<file path="src/rtl/gpio_cond_pkg.sv">
// Shared constants and helpers for the gpio input conditioner.
// Optional edge/irq logic is controlled by GPIO_COND_IRQ_EN.
package gpio_cond_pkg;

  localparam int unsigned GPIO_COND_WIDTH  = 16;
  localparam int unsigned GPIO_COND_SYNC   = 2;
  localparam int unsigned GPIO_COND_DB_CNT = 4;

  // Ceiling log2, usable in constant expressions for counter widths.
  function automatic int unsigned clog2(input int unsigned v);
    int unsigned r;
    r = 0;
    while ((32'd1 << r) < v) r = r + 1;
    return r;
  endfunction

endpackage

</file>
<file path="src/rtl/gpio_in_conditioner_if.sv">
// Pad-side bundle of the gpio input conditioner; master drives pads, slave conditions them.
// Edge/irq signals exist only with GPIO_COND_IRQ_EN.
interface gpio_in_conditioner_if
  import gpio_cond_pkg::*;
#(
  parameter int unsigned WIDTH = GPIO_COND_WIDTH
);

  logic [WIDTH-1:0] gpio_raw_i;
  logic [WIDTH-1:0] gpio_bi_o;
`ifdef GPIO_COND_IRQ_EN
  logic [WIDTH-1:0] irq_clr_i;
  logic [WIDTH-1:0] edge_pend_o;
  logic             irq_o;
`endif

  modport master (
`ifdef GPIO_COND_IRQ_EN
    output irq_clr_i,
    input  edge_pend_o,
    input  irq_o,
`endif
    output gpio_raw_i,
    input  gpio_bi_o
  );

  modport slave (
`ifdef GPIO_COND_IRQ_EN
    input  irq_clr_i,
    output edge_pend_o,
    output irq_o,
`endif
    input  gpio_raw_i,
    output gpio_bi_o
  );

endinterface

</file>
<file path="src/rtl/gpio_debounce_ch.sv">
// One conditioner channel: synchroniser chain, debounce counter and accepted level.
// With GPIO_COND_IRQ_EN a sticky pending flag records every accepted change.
module gpio_debounce_ch
  import gpio_cond_pkg::*;
#(
  parameter int unsigned SYNC_STAGES = GPIO_COND_SYNC,
  parameter int unsigned DB_CNT      = GPIO_COND_DB_CNT
) (
  input  logic clk,
  input  logic rst,
  input  logic tick,
  input  logic raw,
`ifdef GPIO_COND_IRQ_EN
  input  logic clr,
  output logic pend,
`endif
  output logic state
);

  localparam int unsigned CW = clog2(DB_CNT + 1);

  logic [SYNC_STAGES-1:0] sync_q;
  logic [CW-1:0]          cnt_q;
  logic                   sync;
  logic                   mismatch;
  logic                   accept;

  assign sync     = sync_q[SYNC_STAGES-1];
  assign mismatch = (sync != state);
  assign accept   = tick && mismatch && (cnt_q == CW'(DB_CNT - 1));

  // Plain flop chain, nothing between stages.
  always_ff @(posedge clk or posedge rst) begin
    if (rst) sync_q <= '0;
    else     sync_q <= {sync_q[SYNC_STAGES-2:0], raw};
  end

  always_ff @(posedge clk or posedge rst) begin
    if (rst) begin
      cnt_q <= '0;
      state <= 1'b0;
    end else if (tick) begin
      if (!mismatch) begin
        cnt_q <= '0;
      end else if (accept) begin
        cnt_q <= '0;
        state <= sync;
      end else begin
        cnt_q <= cnt_q + CW'(1);
      end
    end
  end

`ifdef GPIO_COND_IRQ_EN
  // A new accepted change beats a simultaneous clear.
  always_ff @(posedge clk or posedge rst) begin
    if (rst)         pend <= 1'b0;
    else if (accept) pend <= 1'b1;
    else if (clr)    pend <= 1'b0;
  end
`endif

endmodule

</file>
<file path="src/rtl/gpio_in_conditioner.sv">
// Synchronises and debounces raw pad inputs feeding the gpio peripheral's input register.
// Define GPIO_COND_IRQ_EN to add per-bit sticky edge flags and an irq output.
module gpio_in_conditioner
  import gpio_cond_pkg::*;
#(
  parameter int unsigned WIDTH       = GPIO_COND_WIDTH,
  parameter int unsigned SYNC_STAGES = GPIO_COND_SYNC,
  parameter int unsigned PRESC_DIV   = 1,
  parameter int unsigned DB_CNT      = GPIO_COND_DB_CNT
) (
  input  logic                  clk_i,
  input  logic                  rst_i,
  gpio_in_conditioner_if.slave  bus
);

  localparam int unsigned PW = (PRESC_DIV > 1) ? clog2(PRESC_DIV) : 1;

  logic [PW-1:0]    presc_q;
  logic             tick;
  logic [WIDTH-1:0] state_v;
`ifdef GPIO_COND_IRQ_EN
  logic [WIDTH-1:0] pend_v;
`endif

  // Shared sample-tick prescaler; with PRESC_DIV=1 it sits at 0 and ticks every cycle.
  assign tick = (presc_q == PW'(PRESC_DIV - 1));

  always_ff @(posedge clk_i or posedge rst_i) begin
    if (rst_i)     presc_q <= '0;
    else if (tick) presc_q <= '0;
    else           presc_q <= presc_q + PW'(1);
  end

  for (genvar i = 0; i < WIDTH; i++) begin : g_ch
    gpio_debounce_ch #(
      .SYNC_STAGES (SYNC_STAGES),
      .DB_CNT      (DB_CNT)
    ) u_ch (
      .clk   (clk_i),
      .rst   (rst_i),
      .tick  (tick),
      .raw   (bus.gpio_raw_i[i]),
`ifdef GPIO_COND_IRQ_EN
      .clr   (bus.irq_clr_i[i]),
      .pend  (pend_v[i]),
`endif
      .state (state_v[i])
    );
  end

  assign bus.gpio_bi_o = state_v;
`ifdef GPIO_COND_IRQ_EN
  assign bus.edge_pend_o = pend_v;
  assign bus.irq_o       = |pend_v;
`endif

endmodule

</file>
<file path="src/flat_wrapper.sv">
// flat-port wrapper written by rule: the top's interface ports become plain ports
module gpio_in_conditioner_flat import gpio_cond_pkg::*;
#(
  parameter int unsigned WIDTH       = GPIO_COND_WIDTH,
  parameter int unsigned SYNC_STAGES = GPIO_COND_SYNC,
  parameter int unsigned PRESC_DIV   = 1,
  parameter int unsigned DB_CNT      = GPIO_COND_DB_CNT
)
  (clk_i, rst_i, bus_gpio_raw_i, bus_gpio_bi_o);
  gpio_in_conditioner_if #(.WIDTH(WIDTH)) bus_i ();
  input  logic clk_i;
  input  logic rst_i;
  input wire logic [$bits(bus_i.gpio_raw_i)-1:0] bus_gpio_raw_i;
  output wire logic [$bits(bus_i.gpio_bi_o)-1:0] bus_gpio_bi_o;
  assign bus_i.gpio_raw_i = bus_gpio_raw_i;
  assign bus_gpio_bi_o = bus_i.gpio_bi_o;
  gpio_in_conditioner #(.WIDTH(WIDTH), .SYNC_STAGES(SYNC_STAGES), .PRESC_DIV(PRESC_DIV), .DB_CNT(DB_CNT)) u_core (.clk_i(clk_i), .rst_i(rst_i), .bus(bus_i));
endmodule
</file>
<file path="config.mk">
export PLATFORM = sky130hd
export DESIGN_NAME = gpio_in_conditioner_flat
export DESIGN_NICKNAME = d
export VERILOG_FILES = /design/src/rtl/gpio_cond_pkg.sv /design/src/rtl/gpio_in_conditioner_if.sv /design/src/rtl/gpio_debounce_ch.sv /design/src/rtl/gpio_in_conditioner.sv /design/src/flat_wrapper.sv
export SDC_FILE = /design/constraint.sdc
export NUM_CORES = 1
export LEC_CHECK = 0
export BUFFER_PORTS_ARGS = -buffer_cell sky130_fd_sc_hd__buf_2
export CAP_MARGIN = 30
export CORE_AREA = 3 3 74 90
export CTS_CLUSTER_DIAMETER = 60
export DETAILED_ROUTE_END_ITERATION = 8
export DIE_AREA = 0 0 77 93
export MAX_ROUTING_LAYER = met4
export PLACE_DENSITY = 0.85
export SYNTH_ARGS = -nofsm -noshare
export SYNTH_HDL_FRONTEND = slang
export SYNTH_SLANG_ARGS = --single-unit
</file>
<file path="constraint.sdc">
create_clock -name clk_i -period 5.29 [get_ports clk_i]
set_input_delay 0.529 -clock clk_i [delete_from_list [all_inputs] [get_ports clk_i]]
set_output_delay 0.529 -clock clk_i [all_outputs]
set_load 0.02 [all_outputs]
</file>
Yosys cells after proc, flatten, opt, wreduce, memory -nomap -nowiden
Cells that the tools add are included.

storage, ports and cells
  word-level logic and storage cells = 180
  output and inout port bits = 16
  bits of input ports = 18
  register bits = 97

operators by class
  $add $sub $neg = 17
  mux-type cells = 33
  bitwise operators = 1
  reduce and logical (&&, ||, !) cells = 48
  equal/unequal tests = 32

operators by type and width
  kind                                            count
  2-to-1 mux 3 bit                                32
  adder 3 x 1 -> 3 bit (second input constant)    16
  == test 3 x 2 -> 1 bit (second input constant)  16
  AND reduction 3 bit                             16
  logical AND 1 bit                               32
  != test 1 bit                                   16
  adder 1 bit (second input constant)             1
  2-to-1 mux 1 bit                                1
  NOT 1 bit                                       1

Logic depth before layout (Yosys ltp)
Gate-level depths: netlist (run 1).

  word-level depth = 5
  gate-level depth with buffers = 3
  depth with buffers taken out = 3

By module
Synthesis (run 1) repeated with hierarchy kept, for this count alone.

unflattened totals
  cells, all modules = 337
  area total of the unflattened synthesis = 4107.7 um^2

by module, submodules not included
  module               times used  area an instance (um^2)  cells each  seq. area each (um^2)
  gpio_debounce_ch     16          256.5                    21          150.1
  gpio_in_conditioner  1           3.8                      1           0.0

Worst setup path before layout (run 1)
Ideal clock, no wire load.

  path type = register to register
  start point = register u_core.g_ch[12].u_ch.cnt_q[0]
  end point = register u_core.g_ch[12].u_ch.state
  stages on the path, launching flop included = 4
  data arrival time = 0.951 ns
  path buffers = 0
  library setup time = 0.125 ns
  setup slack = 4.214 ns
  clock period less this slack = 1.076 ns
  data required time = 5.165 ns
  path through = dfrtp_1 > ha_1 > nor2b_4 > mux2_2

between the ends
  word-level cells in the longest chain between the ends = 3

RTL lines
  element                               line                    source
  start, declared                       gpio_debounce_ch.sv:23  logic [CW-1:0] cnt_q;
  start signal, assigned                gpio_debounce_ch.sv:49  cnt_q <= cnt_q + CW'(1);
  == test 3 x 2 -> 1 bit                gpio_debounce_ch.sv:30  assign accept = tick && mismatch && (cnt_q == CW'(DB_CNT - 1));
  logical AND 1 bit                     gpio_debounce_ch.sv:30
  AND reduction 3 bit (no source line)  n/a
  end signal, assigned                  gpio_debounce_ch.sv:47  state <= sync;
  end, declared                         gpio_debounce_ch.sv:17  output logic state

Every way passes these cells.
A chain may end at the register's enable or synchronous reset.

Worst setup path after layout (run 1)
  start point = register u_core.g_ch[14].u_ch.state
  end point = output port bus_gpio_bi_o[14]

RTL lines
  element                 line                    source
  start, declared         gpio_debounce_ch.sv:17
  start signal, assigned  gpio_debounce_ch.sv:47
  end, declared           flat_wrapper.sv:14      output wire logic [$bits(bus_i.gpio_bi_o)-1:0] bus_gpio_bi_o;

No word-level cell between the ends.

==> metrics, run 1 <==
setup_tns 0 ns; post-synth net total 259; Max Cap Violations 0; Die ar. ~7200 µm²; PortBufs 33; Design Power 1.95 mW; Mapped Avg Cell Area between 15 and 20 µm²; CP Cell Sequence buf_2; core area ~5900 µm²; Largest stage delay, worst path 0.42 ns; DRC Markers 0; CTS Buffer Depth 2; Placer Congestion around 0.7; Setup Crit Path Kind reg -> out; starting density of the core about three fifths; H-Tree Depth 3; Post-DP Area roughly 3700 µm²; CTS root buf clkbuf_8; Slew HR 58.2%; Leak 1.81 nW; clk_lat worst skew about 0.35 ns; vias around 1.7k; status finished, final reports clean; Crit-path slowest cell dfrtp_1; CTS tree yes; final cycle utilization of the critical path 27.7%; layout net count 288; Final Cell Area 3900 µm²; routed len/inst roughly 12 µm; pwr/cell area 499 nW/µm²; Max Freq 0.681 GHz; sequential share of the synthesized area 67.2%; Resize count post-CTS 0; VDD IR-drop max about 260 µV; CP delay by family, top flip-flops; HPWL Detailed 3070 µm; area of the multi-input gates ~1100 µm²; layout cell share with drive strength beyond 1 30.9%; register area 2400 µm²; Mapped Cells 225; Max FO, Critical Path 3; Crit path buffers/inverters 1; skew final 0.00844 ns; endpoints failing setup 0; Die H 93 µm; flops & latches, synth 96; startpoint types register; fill cell count 409; most frequent cells in the layout dfrtp_1, buf_2, nor3b_1; Synth cell types 10; CTS Buf Count 9; Final Critical Period 1.47 ns; Diodes inserted 0; Worst-Margin Slew 0.627 ns; All-Layer GR Usage 13.7%; DIE WIDTH 77 µm; Yosys Warn Count 0; initial antenna violation count 0; Congestion Overflow GR 0; Worst Path Arrival 0.94 ns; WL final 4150 µm; Antenna Nets Post-Route 0; vias in the first global route 1725; area grow syn2layout 9.06%; DR vias/cell 4.85; IO Pins 34; clock-pin transition on the worst setup and hold timing paths about 0.080 ns; DR iter-0 viols 89; largest net degree at the start of global routing 55; Final Hold Fails 0; Hold Crit Class in -> async; drt pass-1 iters 4; commonest non-fill, non-tap cell in the layout dfrtp_1; num rows 31; Mapped Area 3580 µm²; clock sink count 96; Crit. End Element output pin; WP data required about 4.8 ns; Max Slew Vio Count 0; RSZ-0062 raised after global routing no; first-pass GRT wire length approximately 7300 µm; hold buffers post-CTS 0; post-CTS setup buffers 0
==> per-stage QoR <==
stage	hold slack [ns]	cells	setup slack, ns	util, %
finish	0.220	341	3.82	65.7
floorplan	0.331	225	2.26	-
detailed placement	0.336	325	3.61	62.9
global placement	0.332	325	3.63	62.9
CTS	0.231	341	3.80	65.7
global route	0.246	341	3.77	65.7
==> where the power goes <==
part           internal, mW  switching [mW]  total, mW
sequential            0.906           0.104       1.01
clock                 0.183           0.216      0.399
combinational         0.272           0.266      0.538
total                  1.36           0.586       1.95
==> per-layer routing <==
metal | part of all wire, % | track usage, % | wire [µm] | vias to the layer above
met5 | 0 | - | 0 | -
met4 | 2.6 | 8.01 | 107 | 0
met3 | 4.7 | 4.34 | 194 | 10
met2 | 51 | 23.3 | 2120 | 28
met1 | 42 | 13.8 | 1730 | 817
li1 | - | - | - | 799
==> synthesized netlist by cell type <==
cell type | instances | share of area, %
mux2_2 | 16 | 5.0
nor2b_4 | 16 | 6.2
xnor2_1 | 16 | 3.9
nor2b_1 | 8 | 1.4
nor3_1 | 16 | 2.2
dfrtp_1 | 96 | 67
nor3b_1 | 24 | 5.0
buf_4 | 16 | 3.4
inv_1 | 1 | 0.10
ha_1 | 16 | 5.6
==> cell type report <==
cell class,count,area share [%]
inverters,1,0.160
clock buffers,13,3.82
multi-input cells,112,26.9
flip-flops and latches,96,61.6
repair buffers,34,4.43
clock inverters,3,0.449
well taps,82,2.63
==> path summary, 6_finish.rpt <==
path / startpoint / end / slack, ns / cells past startpoint
max in group asynchronous: rst_i / u_core.g_ch[2].u_ch.sync_q[1] / 4.05 / 3
setup reg to reg: u_core.g_ch[4].u_ch.cnt_q[0] / u_core.g_ch[4].u_ch.state / 4.13 / 3
hold reg to reg: u_core.g_ch[8].u_ch.sync_q[0] / u_core.g_ch[8].u_ch.sync_q[1] / 0.35 / 0
hold / removal: rst_i / u_core.g_ch[12].u_ch.cnt_q[0] / 0.22 / 2
min in group clk_i: bus_gpio_raw_i[12] / u_core.g_ch[12].u_ch.sync_q[0] / 0.28 / 1
setup / recovery: u_core.g_ch[14].u_ch.state / bus_gpio_bi_o[14] / 3.82 / 1
==> state kept, by name, summed over array words and instances (netlist names) <==
signal / cells
u_core.g_ch.u_ch.state: 16
u_core.g_ch.u_ch.cnt_q: 48
u_core.g_ch.u_ch.sync_q: 32
==> cells by family after synthesis <==
group	synth area share, %
and+or+nand+nor	14.8
DFF	67.2
adders and majority gates	5.60
buffers and inverters	3.46
xor gates and xnor gates	3.92
muxes	5.04
Note: power is estimated with default switching activity, not from simulation.
==> run 2, diff against run 1 <==
- CORE_AREA: 3 3 74 90 -> 3 3 76 93
- DIE_AREA: 0 0 77 93 -> 0 0 79 96
- PLACE_DENSITY: 0.85 -> 0.8
- clock period: 5.29 -> 1.4 ns (I/O delays scaled with it)
==> metrics, run 2 (synthesis gave the netlist of run 1 again) <==
status finished, final reports clean (unchanged); drt pass-1 iters 4 (unchanged); CTS Buf Count 9 (unchanged); switch share 29.5% (was 30.1%); All-Layer GR Usage 14.1% (was 13.7%); register area 2400 µm² (unchanged); area grow syn2layout 16.1% (was 9.06%); Crit-path slowest cell dfrtp_1 (unchanged); Die H 96 µm (was 93 µm); Crit. End Element register (was output pin); most frequent cells in the layout dfrtp_1, buf_2, nor3b_1, dlygate4sd3_1 (was dfrtp_1, buf_2, nor3b_1); fin util 65.6% (was 65.7%); layout net count 305 (was 288); DIE WIDTH 79 µm (was 77 µm); num rows 32 (was 31); vias in the first global route 1811 (was 1725); Reg power frac 48.4% (was 51.9%); Hold Crit Class reg -> reg (was in -> async); DRC Markers 0 (unchanged); Final Cell Area 4150 µm² (was 3900 µm²); clk_lat worst skew 0.36 ns (was 0.35 ns); RSZ-0062 raised after global routing no (unchanged); vias 1712 (was 1654); CTS Buffer Depth 2 (unchanged); starting density of the core 56.5% (was 60.3%); Max FO, Critical Path 3 (unchanged); fill cell count 466 (was 409); hold_ws 0.351 ns (was 0.220 ns); Antenna Nets Post-Route 0 (unchanged); sw power 2.32 mW (was 0.586 mW); Post-DP Area 3750 µm² (was 3730 µm²); PortBufs 33 (unchanged); Leak 1.92 nW (was 1.81 nW); Placer Congestion 0.689 (was 0.702); IO Pins 34 (unchanged); clock share of power 25.4% (was 20.5%); WP data required 1.65 ns (was 4.76 ns); CTS tree yes (unchanged); top flop regs u_core.g_ch.u_ch.cnt_q x48, u_core.g_ch.u_ch.sync_q x32, u_core.g_ch.u_ch.state x16 (unchanged); Max Cap Violations 0 (unchanged); Worst Path Arrival 1.41 ns (was 0.94 ns); startpoint types register (unchanged); Worst-Margin Slew 0.468 ns (was 0.627 ns); H-Tree Depth 3 (unchanged); Pint 5.55 mW (was 1.36 mW); Setup Crit Path Kind reg -> reg (was reg -> out); Max Freq 0.860 GHz; largest net degree at the start of global routing 97 (was 55); Slew HR 68.8% (was 58.2%); Congestion Overflow GR 0 (unchanged); CTS root buf clkbuf_8 (unchanged); VDD IR-drop max 971 µV (was 261 µV); skew final 0.0100 ns (was 0.00844 ns); post-CTS setup buffers 0 (unchanged); WL final 4460 µm (was 4150 µm); layout cell share with drive strength beyond 1 30.1% (was 30.9%); Die ar. 7580 µm² (was 7160 µm²); Diodes inserted 0 (unchanged); area of the multi-input gates 1050 µm² (unchanged); fin cells 361 (was 341); Largest stage delay, worst path 0.37 ns (was 0.42 ns); first-pass GRT wire length 7700 µm (was 7290 µm); HPWL Detailed 2840 µm (was 3070 µm); DR iter-0 viols 70 (was 89); initial antenna violation count 0 (unchanged); clock sink count 96 (unchanged); Final Critical Period 1.16 ns; clock-pin transition on the worst setup and hold timing paths 0.09 ns (was 0.08 ns); commonest non-fill, non-tap cell in the layout dfrtp_1 (unchanged); Final Hold Fails 0 (unchanged); placed cells 328 (was 325); max reg flops 48 (unchanged); pwr/cell area 1900 nW/µm² (was 499 nW/µm²); setup_tns 0 ns (unchanged); final cycle utilization of the critical path between 80% and 90%; endpoints failing setup 0 (unchanged); Max Slew Vio Count 0 (unchanged); routed len/inst 12.3 µm (was 12.2 µm); combinational share of power 26.2% (was 27.6%); CP Cell Sequence ha_1, nor2b_4, mux2_2 (was buf_2); DR vias/cell 4.74 (was 4.85); core area 6330 µm² (was 5930 µm²); Largest Register u_core.g_ch.u_ch.cnt_q (unchanged)
[run 2: cell types whose count changed in the layout (fill, tap and decap cells not counted)]
| cell | delta |
|---|---|
| buf_4 | -1 |
| clkbuf_1 | -3 |
| inv_6 | +1 |
| clkinv_2 | -1 |
| buf_12 | +1 |
| dlygate4sd3_1 | +17 |
| inv_4 | -1 |
| bufinv_16 | +2 |
| clkinv_4 | +2 |
[run 2: metal layers]
metal	part of all wire (%)	GRT usage (%)
met4	1.4	9.74
met5	0	-
met1	44	15.1
met3	4.4	4.40
met2	51	22.5
[run 2: what timing repair did]
item	in CTS	in global routing
endpoints found under the hold margin	112	0
hold buffers	17	0
setup endpoints to repair	0	0
gates resized for setup	0	0
[run 2: area by class of cell]
class / instances / share of cell area [%]
clock inverters: 6 / 2.20
inverters: 1 / 0.181
well taps: 85 / 2.56
repair buffers: 51 / 8.56
flip-flops and latches: 96 / 57.9
clock buffers: 10 / 3.32
multi-input cells: 112 / 25.3
[run 2: power by group through the flow]
stage,Sequential (mW),Clock (mW),Combinational (mW)
after floorplan,3.79,0,1.91
after global placement,3.84,0,1.98
after detailed placement,3.87,0,2.08
after CTS,3.82,2.04,2.12
after global routing,3.90,2.19,2.34
final,3.81,2.00,2.06
[run 2: worst paths after layout]
path,from,to,slack (ns),depth (start not counted)
hold / removal,u_core.g_ch[15].u_ch.sync_q[0],u_core.g_ch[15].u_ch.sync_q[1],0.35,0
setup reg to reg,u_core.g_ch[13].u_ch.cnt_q[0],u_core.g_ch[13].u_ch.state,0.24,3
min in group asynchronous,rst_i,u_core.g_ch[2].u_ch.state,0.47,4
hold reg to reg,u_core.g_ch[15].u_ch.sync_q[0],u_core.g_ch[15].u_ch.sync_q[1],0.35,0
setup / recovery,u_core.g_ch[13].u_ch.cnt_q[0],u_core.g_ch[13].u_ch.state,0.24,3
max in group asynchronous,rst_i,u_core.g_ch[0].u_ch.cnt_q[0],0.57,4
[run 2: through the flow]
stage | worst slack [ns] | total power [mW]
after detailed placement | 0.235 | 5.95
after CTS | 0.223 | 7.98
after floorplan | 0.126 | 5.70
after global placement | 0.273 | 5.82
final | 0.237 | 7.87
after global routing | 0.182 | 8.43
[run 2: worst max-delay path: cells and delay by family (launching register included)]
family | cells | cell delay (ns)
DFF | 1 | 0.37
muxes | 1 | 0.34
adders and majority gates | 1 | 0.17
and+or+nand+nor | 1 | 0.17
==> run 3, diff against run 2 <==
- clock period: 1.4 -> 1.1 ns (I/O delays scaled with it)
==> metrics, run 3 (synthesis gave the netlist of run 1 again) <==
DR vias/cell 4.80 (was 4.74); CTS Buffer Depth 2 (unchanged); vias in the first global route 2021 (was 1811); Slew HR 72.5% (was 68.8%); fin util 73.4% (was 65.6%); Worst Path Arrival 1.40 ns (was 1.41 ns); Max Slew Vio Count 0 (unchanged); CTS Buf Count 9 (unchanged); failing checks setup timing; dpl ws -0.0767 ns (was 0.235 ns); final cycle utilization of the critical path 105% (was 83.1%); Max Freq 0.862 GHz (was 0.860 GHz); setup ws final -0.0595 ns (was 0.237 ns); DIE WIDTH 79 µm (unchanged); max reg flops 48 (unchanged); layout net count 345 (was 305); area grow syn2layout 29.8% (was 16.1%); cells on worst reg2reg path 3 (unchanged); Post-DP Area 3840 µm² (was 3750 µm²); startpoint types register (unchanged); Leak 2.16 nW (was 1.92 nW); Die ar. 7580 µm² (unchanged); Hold Crit Class reg -> reg (unchanged); Setup Crit Path Kind reg -> reg (unchanged); RSZ-0062 raised after global routing yes (was no); Congestion Overflow GR 0 (unchanged); layout cell share with drive strength beyond 1 48.4% (was 30.1%); largest net degree at the start of global routing 57 (was 97); core area 6330 µm² (unchanged); commonest non-fill, non-tap cell in the layout dfrtp_1 (unchanged); CTS tree yes (unchanged); DRC Markers 0 (unchanged); initial antenna violation count 0 (unchanged); skew final 0.0114 ns (was 0.0100 ns); CTS root buf clkbuf_8 (unchanged); vias 1925 (was 1712); Crit. End Element register (unchanged); Antenna Nets Post-Route 0 (unchanged); pwr/cell area 2390 nW/µm² (was 1900 nW/µm²); Placer Congestion 0.685 (was 0.689); status finished, violations left (was finished, final reports clean); VDD IR-drop max 1410 µV (was 971 µV); first-pass GRT wire length 8900 µm (was 7700 µm); Max Cap Violations 0 (unchanged); PortBufs 33 (unchanged); setup_tns -0.316 ns (was 0 ns); Final Critical Period 1.16 ns (about the same); HPWL Detailed 2980 µm (was 2840 µm); clk_lat worst skew 0.35 ns (was 0.36 ns); Die H 96 µm (unchanged); clock sink count 96 (unchanged); H-Tree Depth 3 (unchanged); Diodes inserted 0 (unchanged); Worst-Margin Slew 0.410 ns (was 0.468 ns); Final Hold Fails 0 (unchanged); WL final 5390 µm (was 4460 µm); starting density of the core 56.5% (unchanged); top flop regs u_core.g_ch.u_ch.cnt_q x48, u_core.g_ch.u_ch.sync_q x32, u_core.g_ch.u_ch.state x16 (unchanged); routed len/inst 13.5 µm (was 12.3 µm); Max FO, Critical Path 2 (was 3); WP data required 1.34 ns (was 1.65 ns); IO Pins 34 (unchanged); DR iter-0 viols 87 (was 70); Hold Crit Depth 0 (unchanged); drt pass-1 iters 4 (unchanged); All-Layer GR Usage 15.9% (was 14.1%); num rows 32 (unchanged); clock-pin transition on the worst setup and hold timing paths 0.09 ns (about the same); Largest Register u_core.g_ch.u_ch.cnt_q (unchanged); endpoints failing setup 14 (was 0); Final Cell Area 4640 µm² (was 4150 µm²); most frequent cells in the layout dfrtp_1, buf_4, buf_2, dlygate4sd3_1 (was dfrtp_1, buf_2, nor3b_1, dlygate4sd3_1)
==> run 3: what timing repair did <==
| item | 4_1_cts | 5_1_grt |
|---|---|---|
| hold buffers | 17 | 0 |
| pin swaps | 16 | 7 |
| setup buffers | 17 | 13 |
| gates resized for setup | 37 | 13 |
| hold endpoints to repair | 112 | 0 |
| setup endpoints to repair | 23 | 35 |
==> run 3: routing by layer <==
| layer | part of all wire [%] | up-vias | wire length [µm] | global-route usage, % |
|---|---|---|---|---|
| met1 | 41 | 967 | 2220 | 17.8 |
| met5 | 0 | - | 0 | - |
| li1 | - | 913 | - | - |
| met2 | 53 | 34 | 2880 | 26.7 |
| met3 | 3.5 | 11 | 190 | 4.31 |
| met4 | 1.8 | 0 | 97 | 7.59 |
==> run 3: where the power goes <==
group	internal (mW)	switching [mW]
registers	4.36	0.538
clock network	1.34	1.14
logic	2.15	1.58
==> run 3: worst max-delay path: stages (launching register included) <==
cell     delay [ns]
dfrtp_1        0.37
ha_2           0.21
nor2b_4        0.17
mux2_4         0.30
==> run 3: path summary, 6_finish.rpt <==
path                                                start  slack, ns                             end
max in group asynchronous                           rst_i       0.45    u_core.g_ch[4].u_ch.cnt_q[2]
min in group asynchronous                           rst_i       0.39   u_core.g_ch[2].u_ch.sync_q[0]
setup reg to reg            u_core.g_ch[14].u_ch.cnt_q[0]      -0.06      u_core.g_ch[14].u_ch.state
hold reg to reg            u_core.g_ch[10].u_ch.sync_q[0]       0.35  u_core.g_ch[10].u_ch.sync_q[1]
setup / recovery            u_core.g_ch[14].u_ch.cnt_q[0]      -0.06      u_core.g_ch[14].u_ch.state
hold / removal             u_core.g_ch[10].u_ch.sync_q[0]       0.35  u_core.g_ch[10].u_ch.sync_q[1]
==> run 3: final cells by class <==
cell class / count / area, µm²
fillers: 414 / 1680
flip-flops and latches: 96 / 2400
multi-input cells: 112 / 1230
well taps: 85 / 106
clock inverters: 5 / 80.1
inverters: 1 / 7.51
clock buffers: 11 / 141
repair buffers: 91 / 678
==> run 3: through the flow <==
step	hold slack, ns	cells	total power, mW
4_1_cts	0.354	388	10.8
5_1_grt	0.362	401	11.9
2_1_floorplan	0.141	225	7.25
3_3_place_gp	0.208	338	7.50
3_5_place_dp	0.217	338	7.67
6_report	0.352	401	11.1
